`src/rtl/tdm_demux8_rx.sv`:
```
// Receive end of an 8-slot TDM link: aligns to the slot-0 marker, collects slots into a
// shadow frame, and publishes complete frames on dout with framing-error detection.
module tdm_demux8_rx #(
    parameter int WIDTH = 1,
    parameter int ERR_W = 8
) (
    input  logic                 clk,
    input  logic                 rst,
    input  logic [WIDTH-1:0]     din,
    input  logic                 din_valid,
    input  logic                 frame_sync,
    output logic [8*WIDTH-1:0]   dout,
    output logic                 frame_valid,
    output logic [7:0]           slot_strobe,
    output logic                 locked,
    output logic                 sync_err,
    output logic [ERR_W-1:0]     err_cnt
);

    typedef enum logic {HUNT, LOCK} state_t;

    state_t                  state, state_nxt;
    logic [2:0]              slot, slot_nxt;
    logic [6:0][WIDTH-1:0]   shadow, shadow_nxt;
    logic [8*WIDTH-1:0]      dout_nxt;
    logic                    frame_valid_nxt;
    logic [7:0]              slot_strobe_nxt;
    logic                    sync_err_nxt;
    logic [ERR_W-1:0]        err_cnt_nxt;

    always_ff @(posedge clk) begin
        if (rst) begin
            state       <= HUNT;
            slot        <= '0;
            shadow      <= '0;
            dout        <= '0;
            frame_valid <= 1'b0;
            slot_strobe <= '0;
            sync_err    <= 1'b0;
            err_cnt     <= '0;
        end else begin
            state       <= state_nxt;
            slot        <= slot_nxt;
            shadow      <= shadow_nxt;
            dout        <= dout_nxt;
            frame_valid <= frame_valid_nxt;
            slot_strobe <= slot_strobe_nxt;
            sync_err    <= sync_err_nxt;
            err_cnt     <= err_cnt_nxt;
        end
    end

    always_comb begin
        state_nxt       = state;
        slot_nxt        = slot;
        shadow_nxt      = shadow;
        dout_nxt        = dout;
        frame_valid_nxt = 1'b0;
        slot_strobe_nxt = '0;
        sync_err_nxt    = 1'b0;

        if (din_valid) begin
            unique case (state)
                HUNT: begin
                    if (frame_sync) begin
                        shadow_nxt[0]   = din;
                        slot_nxt        = 3'd1;
                        slot_strobe_nxt = 8'h01;
                        state_nxt       = LOCK;
                    end
                end
                LOCK: begin
                    if (frame_sync) begin
                        // Early sync restarts the frame with this sample as slot 0.
                        sync_err_nxt    = (slot != 3'd0);
                        shadow_nxt[0]   = din;
                        slot_nxt        = 3'd1;
                        slot_strobe_nxt = 8'h01;
                    end else if (slot == 3'd0) begin
                        sync_err_nxt = 1'b1;
                        state_nxt    = HUNT;
                    end else begin
                        slot_strobe_nxt = 8'h01 << slot;
                        if (slot == 3'd7) begin
                            dout_nxt        = {din, shadow};
                            frame_valid_nxt = 1'b1;
                            slot_nxt        = 3'd0;
                        end else begin
                            shadow_nxt[slot] = din;
                            slot_nxt         = slot + 3'd1;
                        end
                    end
                end
                default: state_nxt = HUNT;
            endcase
        end
    end

    always_comb begin
        err_cnt_nxt = err_cnt;
        if (sync_err_nxt && (err_cnt != '1))
            err_cnt_nxt = err_cnt + ERR_W'(1);
    end

    assign locked = (state == LOCK);

endmodule
```
`config.mk`:
```
export PLATFORM = sky130hd
export DESIGN_NAME = tdm_demux8_rx
export DESIGN_NICKNAME = d
export VERILOG_FILES = /design/src/rtl/tdm_demux8_rx.sv
export SDC_FILE = /design/constraint.sdc
export NUM_CORES = 1
export LEC_CHECK = 0
export BUFFER_PORTS_ARGS = -buffer_cell sky130_fd_sc_hd__buf_2
export CORE_MARGIN = 10
export CORE_UTILIZATION = 41
export DETAILED_ROUTE_END_ITERATION = 10
export GPL_TIMING_DRIVEN = 0
export PLACE_DENSITY = 0.67
export RECOVER_POWER = 25
export SLEW_MARGIN = 10
export SYNTH_ARGS = -nofsm -noshare
export SYNTH_HDL_FRONTEND = slang
export SYNTH_SLANG_ARGS = --single-unit
```
`constraint.sdc`:
```
create_clock -name clk -period 2.4 [get_ports clk]
set_clock_uncertainty 0.15 [all_clocks]
set_input_delay 0.12 -clock clk [delete_from_list [all_inputs] [get_ports clk]]
set_output_delay 0.12 -clock clk [all_outputs]
set_load 0.01 [all_outputs]
```
* Word level (Yosys, flattened, before mapping)
Cells that the tools add are included.
** Storage, ports and cells
- Bits of input ports :: 5
- Memories :: 0
- Bits in writable memories :: 0
- Register bits :: 37
- ROM bits :: 0
- Bits in latches :: 0
** Cells by class
- Bitwise operators :: 5
- $mul :: 0
- Add/subtract/negate cells :: 2
- Equal/unequal tests :: 5
- Muxes and demuxes :: 26
- Reductions and logical operators :: 10
- Shift operators :: 1
- Magnitude comparators :: 2
- Div/mod/pow operators :: 0
** Operators by type and width (count)
- 2-to-1 mux 8 bit :: 2
- one-hot mux 8 bit (2 select lines) :: 1
- 2-to-1 mux 1 bit :: 14
- 2-to-1 mux 3 bit :: 4
- AND reduction 5 bit :: 2
- adder 8 x 1 -> 8 bit, second input constant :: 1
- inequality test 8 bit, second input constant :: 1
- << shifter 1 x 3 -> 8 bit, first input constant :: 1
- bitwise mux 7 bit :: 1
- inequality test 3 bit, second input constant :: 2
- one-hot mux 3 bit (2 select lines) :: 1
- inverter 1 bit :: 5
- OR reduction 5 bit :: 1
- less-than comparator 3 x 4 -> 1 bit, second input constant :: 1
- one-hot mux 1 bit (2 select lines) :: 2
- AND reduction 4 bit :: 1
- adder 3 x 1 -> 3 bit, second input constant :: 1
- demux 1 bit (select 3 bit) :: 1
- equality test 3 bit, second input constant :: 1
- greater-or-equal comparator 3 x 1 -> 1 bit, second input constant :: 1
- zero test 3 bit :: 1
- AND reduction 3 bit :: 1
- nonzero test 3 bit :: 1
- logical AND 1 bit :: 2
- 2 further kinds :: 2

* Depth between registers and ports, before layout
Gate-level depths: netlist of the first run.
- Depth in word-level cells :: 9
- Gate-level depth with buffers :: 9
- Depth with buffers taken out :: 9

* Least setup slack after synthesis of the first run
No wires, ideal clock.
- Kind :: reg2reg
- From :: register slot[0]
- To :: register err_cnt[6]
- Stages on the path, launching flop included :: 10
- Data arrival time :: 1882 ps
- Required time :: 2159 ps
- Buffers on the path :: 0
- Library setup time :: 91 ps
- Path slack :: 277 ps
- Cells stage by stage :: dfxtp_1 inv_1 ha_1 nand2b_1 inv_1 ha_1 nand3b_1 nor2_1 a31oi_1 a311oi_1
** On the way
- Word-level cells in the longest chain between the ends :: 6
- Elaborated cells between the ends (all ways) :: 7
** RTL lines
- from (decl) :: RTL line 23 : logic [2:0] slot, slot_nxt;
- from (signal assigned) :: RTL line 43 : slot <= slot_nxt;
- zero test 3 bit :: RTL line 79 : end else if (slot == 3'd0) begin
- 2-to-1 mux 1 bit :: RTL line 79
- 2-to-1 mux 1 bit (*) :: RTL line 73 : if (frame_sync) begin
- 2-to-1 mux 1 bit (*) :: RTL line 63 : unique case (state)
- 2-to-1 mux 1 bit (*) :: RTL line 62 : if (din_valid) begin
- logical AND 1 bit (*) :: RTL line 101 : if (sync_err_nxt && (err_cnt != '1))
- to (signal assigned) :: RTL line 49 : err_cnt <= err_cnt_nxt;
- to (decl) :: RTL line 17 : output logic [ERR_W-1:0] err_cnt
Every way passes the cells marked *; elsewhere a longest branch is shown, timed or not.
A chain may end at the register's enable or synchronous reset.

* Worst setup path in the final report of the first run
Ends and elaborated chain as after synthesis.

==> metrics.md, run 1 <==
| Metric | Value |
|---|---|
| Status | `finished clean` |
| Vias in the first global route | `1,207` |
| Synth Cell Area | `0.00155 sq mm` |
| Power Density | `591 mW/mm^2` |
| Average size of a mapped cell | `9.62 sq um` |
| Post-DP Area | `0.00176 sq mm` |
| Initial DRC Count | `76` |
| Critical path destination | `err_cnt[6]` |
| Die width | `81.5 microns` |
| Post-Syn Instances | `161` |
| Most common flop cell mapped by yosys | `dfxtp_1` |
| Yosys reg bits | `37` |
| Clk buf depth | `2` |
| DR WL/cell | `13.4 microns` |
| Reg-to-reg startpoint | `slot[0]` |
| Final RePlAce weighted congestion | `0.770` |
| Largest net degree at the start of global routing | `12` |
| Num CTS Buffers | `5` |
| Net Sw Power | `0.256 mW` |
| Layout area overhead | `20.2%` |
| Vias post-DR | `1,266` |
| Non-filler cells, final | `251` |
| R2r worst-path depth | `9` |
| Max-cap violations | `0` |
| Number of synthesized flops with an enable pin | `0` |
| Final Hold Viols | `0` |
| Most frequent cells in the layout | `dfxtp_1, clkbuf_1, nor2_1, buf_2, mux2i_1` |
| Crit-path leading delay family | `simple AND/OR/NAND/NOR gates` |
| Clock power share | `37.5%` |
| Crit path DAT | `2.32 ns` |
| Async SR Flop Fraction | `0%` |
| PortBufs | `31` |
| Slew HR | `69.5%` |
| Endpoints failing setup | `0` |
| Design Area, Final | `0.00186 sq mm` |
| Initial antenna violation count | `0` |
| Detail Placement HPWL | `2.40 mm` |
| Net count after synthesis | `173` |
| Reg2reg end | `err_cnt[6]` |
| Crit path time final | `2.27 ns` |
| Worst slew pin tran | `0.451 ns` |
| Yosys cell types | `32` |
| Max incr delay on CP | `0.41 ns` |
| Fin crit share | `94.5%` |
| DRT Pass-1 Iters | `4` |
| Clk_lat worst skew | `0.29 ns` |
| HP Class | `in -> reg` |
| Placed cells | `240` |
| Leakage power | `0.843 nW` |
| Unrepaired setup endpoints after global routing | `false` |
| Number of core rows | `22` |
| CP required | `2.45 ns` |
| CP Class | `reg -> reg` |
| Worst-path clk slew | `0.07 ns` |
| Total congestion overflow | `0` |
| Yosys warns | `0` |
| Ant diodes | `0` |
| Root Buffer | `clkbuf_8` |
| # nets final | `214` |
| CORE AREA | `0.00366 sq mm` |
| Remaining DRCs | `0` |
| Die Ht | `81.5 microns` |
| First-pass GRT wire length | `5.87 mm` |
| Leading area contributor after synthesis | `dfxtp_1` |
| Drt via density | `5.04` |
| Max VDD drop | `0.333 mV` |
| Final Slew Violations | `0` |
| Crit start category | `flop` |
| Crit path capture type | `flop` |
| Most common cell after layout, fill and taps aside | `dfxtp_1` |
| Combinational share of power | `5.6%` |
| H-tree depth | `2` |
| Synth area leaders | `dfxtp_1, mux2i_1, ha_1` |
| P_int | `0.844 mW` |
| Cell repeated most along the worst path | `ha_1` |
| GRT Overall Usage | `11.3%` |
| Layout cell share with drive strength beyond 1 | `14.8%` |
| CP Max Fanout | `7` |
| Final ANT Viol Nets | `0` |
| Crit-path cells | `inv_2, ha_1, nand2b_1, inv_1, ha_1, nand3b_1, nor2_2, a31oi_1, a311oi_1` |
| Origin of the worst setup path | `slot[0]` |
| CTS sink count | `37` |
| Die area | `0.00664 sq mm` |
| TritonCTS clock tree | `done` |
| CP bufs+invs | `2` |
| # IOs | `32` |
| Slowest-stage cell, CP | `dfxtp_2` |
| Routed WL | `3.36 mm` |
| Seq pwr share | `56.9%` |
| Initial core utilization | `42.3%` |
| Top cell type's share of synthesized area | `47.8%` |
| Reg2reg setup slack | `0.13 ns` |
| Worst path depth | `9` |
| Max Freq | `441 MHz` |
| Net Sw Frac | `23.3%` |
| Register area share after synthesis | `47.8%` |
-- layer usage --
| layer | global-route usage (%) | share of wire, % |
|---|---|---|
| met1 | 13.5 | 46 |
| met2 | 16.7 | 45 |
| met3 | 5.46 | 7.5 |
| met4 | 4.84 | 1.7 |
| met5 | 0 | 0 |
-- registers in the layout (all words and copies together), names as in the netlist --
signal,count
frame_valid,1
slot,3
dout,8
sync_err,1
slot_strobe,8
locked,1
err_cnt,8
shadow,7
-- logic make-up after synthesis --
family,count (synthesis),synth area share [%]
flip-flops,37,47.8
AO/OA/AOI/OAI,19,7.51
XOR/XNOR,1,0.566
multiplexers,17,11.0
adder cells (fa/ha/maj),7,5.65
AND/OR/NAND/NOR,69,24.6
buffers and inverters,11,2.83
-- power groups by stage --
stage / clock network, mW / registers, mW / logic, mW
6_report: 0.413 / 0.626 / 0.0611
5_1_grt: 0.448 / 0.627 / 0.0696
4_1_cts: 0.425 / 0.626 / 0.0617
3_5_place_dp: 0 / 0.640 / 0.0588
3_3_place_gp: 0 / 0.640 / 0.0579
2_1_floorplan: 0 / 0.640 / 0.0372
-- area by class of cell --
class,instances,area [sq um]
fillers,359,1800
multi-input cells,113,767
flip-flops and latches,37,746
repair buffers,34,163
clock buffers,6,72.6
well taps,48,60.1
plain buffers,6,25.0
inverters,5,18.8
clock inverters,2,10.0
-- worst min-delay path by stage --
stage	startpoint	to	slack, ns	cells past startpoint
2_1_floorplan	din	dout[7]	0.11	2
3_3_place_gp	din	shadow[2]	0.26	3
3_5_place_dp	din	dout[7]	0.27	3
4_1_cts	din_valid	slot[2]	0.02	4
5_1_grt	din_valid	slot[2]	0.05	4
6_report	din_valid	slot[2]	0.02	4
-- Yosys cell counts (all sizes together) (3+ instances only) --
library cell	count
dfxtp	37
nor2	22
mux2i	17
and2	7
ha	7
a21oi	6
nand2b	6
nand4	6
inv	5
nand3	5
o21ai	5
clkbuf	4
nand2	4
a311oi	3
a31oi	3
nor3	3
-- worst reg2reg max path, delay by kind of cell, from the launching register on --
kind | cells | cell delay [ns]
buffers and inverters | 2 | 0.16
flip-flops | 1 | 0.41
AND/OR/NAND/NOR | 3 | 0.59
AO/OA/AOI/OAI | 2 | 0.37
adder cells (fa/ha/maj) | 2 | 0.51
-- per-stage QoR --
stage	hold slack [ns]	setup slack [ns]	util [%]	TNS [ns]	total power, mW
6_report	0.0217	0.133	50.9	0	1.10
5_1_grt	0.0457	0.0293	50.9	0	1.14
4_1_cts	0.0165	0.0832	51.1	0	1.11
3_5_place_dp	0.267	-0.0358	48.2	-0.0358	0.699
3_3_place_gp	0.265	0.00696	48.2	0	0.698
2_1_floorplan	0.114	0.277	-	0	0.677
-- timing repair --
item	in CTS	in global routing
buffers inserted	0	1
hold buffers	2	0
setup endpoints to repair	1	5
gates resized for setup	3	2
endpoints found under the hold margin	4	0
pin swaps	0	1
(Power assumes the default switching activity.)
==> run 2: changes to the inputs <==
--- a/config.mk
+++ b/config.mk
@@ -5,12 +5,14 @@
 export SDC_FILE = /design/constraint.sdc
 export NUM_CORES = 1
 export LEC_CHECK = 0
+export ABC_AREA = 1
 export BUFFER_PORTS_ARGS = -buffer_cell sky130_fd_sc_hd__buf_2
+export CAP_MARGIN = 20
 export CORE_MARGIN = 10
 export CORE_UTILIZATION = 41
 export DETAILED_ROUTE_END_ITERATION = 10
 export GPL_TIMING_DRIVEN = 0
-export PLACE_DENSITY = 0.67
+export PLACE_DENSITY = 0.66
 export RECOVER_POWER = 25
 export SLEW_MARGIN = 10
 export SYNTH_ARGS = -nofsm -noshare
==> metrics.md, run 2 <==
| Metric | Value |
|---|---|
| H-tree depth | `2 (unchanged)` |
| Post-CTS Setup Inserts | `0 (unchanged)` |
| Yosys cell types | `27 (was 32)` |
| Num CTS Buffers | `5 (unchanged)` |
| Setup TNS | `0 ns (unchanged)` |
| Unrepaired setup endpoints after global routing | `false (unchanged)` |
| CTS sink count | `37 (unchanged)` |
| Die area | `0.00714 sq mm (was 0.00664 sq mm)` |
| Final Hold Viols | `0 (unchanged)` |
| Leakage power | `0.928 nW (was 0.843 nW)` |
| Average size of a mapped cell | `7.65 sq um (was 9.62 sq um)` |
| Final Slew Violations | `0 (unchanged)` |
| Leading area contributor after synthesis | `dfxtp_1 (unchanged)` |
| Final RePlAce weighted congestion | `0.844 (was 0.770)` |
| Number of synthesized flops with an enable pin | `0 (unchanged)` |
| Worst slew pin tran | `0.492 ns (was 0.451 ns)` |
| Clk_lat worst skew | `0.29 ns (about the same)` |
| Fin crit share | `89.8% (was 94.5%)` |
| Largest regs | `dout x8, err_cnt x8, slot_strobe x8 (unchanged)` |
| DR WL/cell | `11.0 microns (was 13.4 microns)` |
| DRT Pass-1 Iters | `4 (unchanged)` |
| Routed WL | `3.46 mm (was 3.36 mm)` |
| Net count after synthesis | `235 (was 173)` |
| Number of core rows | `23 (was 22)` |
| Synth area leaders | `dfxtp_1, nor2_1, nand2_1 (was dfxtp_1, mux2i_1, ha_1)` |
| Max-cap violations | `0 (unchanged)` |
| PortBufs | `30 (was 31)` |
| Ant diodes | `0 (unchanged)` |
| Initial core utilization | `42.6% (was 42.3%)` |
| Design Area, Final | `0.00204 sq mm (was 0.00186 sq mm)` |
| Total congestion overflow | `0 (unchanged)` |
| First-pass GRT wire length | `5.95 mm (was 5.87 mm)` |
| Layout cell share with drive strength beyond 1 | `15.5% (was 14.8%)` |
| Initial antenna violation count | `0 (unchanged)` |
| Layout area overhead | `19.9% (was 20.2%)` |
| Fillers | `403 (was 359)` |
| Synth Cell Area | `0.00171 sq mm (was 0.00155 sq mm)` |
| Post-DP Area | `0.00192 sq mm (was 0.00176 sq mm)` |
| Die Ht | `84.5 microns (was 81.5 microns)` |
| Max VDD drop | `0.310 mV (was 0.333 mV)` |
| Most common cell after layout, fill and taps aside | `nor2_1 (was dfxtp_1)` |
| Crit start category | `flop (unchanged)` |
| Drt via density | `4.69 (was 5.04)` |
| Most frequent cells in the layout | `nor2_1, dfxtp_1, nand2_1, inv_1, clkbuf_1 (was dfxtp_1, clkbuf_1, nor2_1, buf_2, mux2i_1)` |
| HP Class | `in -> reg (unchanged)` |
| TritonCTS clock tree | `done (unchanged)` |
| Initial DRC Count | `66 (was 76)` |
| Register area share after synthesis | `43.4% (was 47.8%)` |
| CORE AREA | `0.00400 sq mm (was 0.00366 sq mm)` |
| Crit path capture type | `flop (unchanged)` |
| Non-filler cells, final | `314 (was 251)` |
| Crit path time final | `2.15 ns (was 2.27 ns)` |
| Yosys reg bits | `37 (unchanged)` |
| Endpoints failing setup | `0 (unchanged)` |
| Final ANT Viol Nets | `0 (unchanged)` |
| Largest net degree at the start of global routing | `12 (unchanged)` |
| Root Buffer | `clkbuf_8 (unchanged)` |
| Vias post-DR | `1,472 (was 1,266)` |
| Slew HR | `67.2% (was 69.5%)` |
| Detail Placement HPWL | `2.61 mm (was 2.40 mm)` |
| # nets final | `275 (was 214)` |
| Post-Syn Instances | `223 (was 161)` |
| Die width | `84.5 microns (was 81.5 microns)` |
| # IOs | `32 (unchanged)` |
| GRT Overall Usage | `9.96% (was 11.3%)` |
| Power Density | `638 mW/mm^2 (was 591 mW/mm^2)` |
| Crit path DAT | `2.20 ns (was 2.32 ns)` |
| Max Freq | `464 MHz (was 441 MHz)` |
| Top cell type's share of synthesized area | `43.4% (was 47.8%)` |
| Remaining DRCs | `0 (unchanged)` |
| Yosys warns | `0 (unchanged)` |
| CP required | `2.44 ns (was 2.45 ns)` |
| Vias in the first global route | `1,325 (was 1,207)` |
| Clk buf depth | `2 (unchanged)` |
| Async SR Flop Fraction | `0% (unchanged)` |
| Most common flop cell mapped by yosys | `dfxtp_1 (unchanged)` |
| Worst-path clk slew | `0.07 ns (about the same)` |
| Most frequent cell after synthesis | `nor2_1 (was dfxtp_1)` |
| CP Max Fanout | `8 (was 7)` |
| Commonest cells post-synth | `nor2_1, dfxtp_1, nand2_1, inv_1, nand3_1 (was dfxtp_1, nor2_1, mux2i_1, and2_1, ha_1)` |
| CP Class | `reg -> reg (unchanged)` |
| Placed cells | `303 (was 240)` |
| Status | `finished clean (unchanged)` |
run 2: logic make-up after synthesis:
family	share of synthesized area, %
XOR/XNOR	0.514
AND/OR/NAND/NOR	35.4
flip-flops	43.4
AO/OA/AOI/OAI	8.00
buffers and inverters	7.48
adder cells (fa/ha/maj)	5.14
run 2: metrics by stage:
| stage | util [%] | hold WS (ns) | setup slack (ns) | power, mW |
|---|---|---|---|---|
| detailed placement | 48.0 | 0.228 | 0.149 | 0.756 |
| finish | 51.1 | 0.0224 | 0.245 | 1.30 |
| floorplan | - | 0.0487 | 0.378 | 0.730 |
| CTS | 51.6 | 0.00739 | 0.140 | 1.32 |
| global route | 51.1 | 0.0322 | 0.0563 | 1.36 |
| global placement | 48.0 | 0.230 | 0.162 | 0.755 |
run 2: layer usage:
metal / global-route usage, % / up-vias / share of wire (%)
met3: 4.93 / 7 / 8.4
met1: 11.5 / 639 / 48
met5: 0 / - / 0
met2: 14.8 / 30 / 42
li1: - / 796 / -
met4: 5.39 / 0 / 1.8
run 2: final cells by class:
class	count	area [sq um]	area share, %
Buffer	4	21.3	1.04
Clock buffer	7	86.3	4.22
Clock inverter	1	30.0	1.47
Inverter	27	106	5.20
Multi-Input combinational cell	155	837	40.9
Sequential cell	37	741	36.2
Tap cell	50	62.6	3.06
Timing Repair Buffer	33	160	7.83
run 2: timing repair:
action,in CTS,in global routing
hold buffers,3,0
endpoints found under the setup margin,0,2
endpoints found under the hold margin,2,0
resized for setup,0,1
run 2: worst paths after layout:
check / slack, ns / startpoint / end / cells past startpoint
worst min register to register: 0.31 / shadow[4] / shadow[4] / 2
worst max-delay path: 0.25 / slot[1] / err_cnt[5] / 9
worst max register to register: 0.25 / slot[1] / err_cnt[5] / 9
worst min-delay path: 0.02 / din / shadow[4] / 3
run 2: critical path: stages (launching register included):
cell	delay [ns]
dfxtp_1	0.47
inv_1	0.14
ha_1	0.27
nand2_8	0.11
inv_1	0.04
ha_1	0.31
nor2_4	0.22
nand3_1	0.12
o21ai_0	0.16
nor2_1	0.05
run 2: where the power goes:
part | internal (mW) | switching, mW
combinational | 0.0385 | 0.0734
sequential | 0.623 | 0.00982
clock | 0.339 | 0.221
total | 1.00 | 0.304
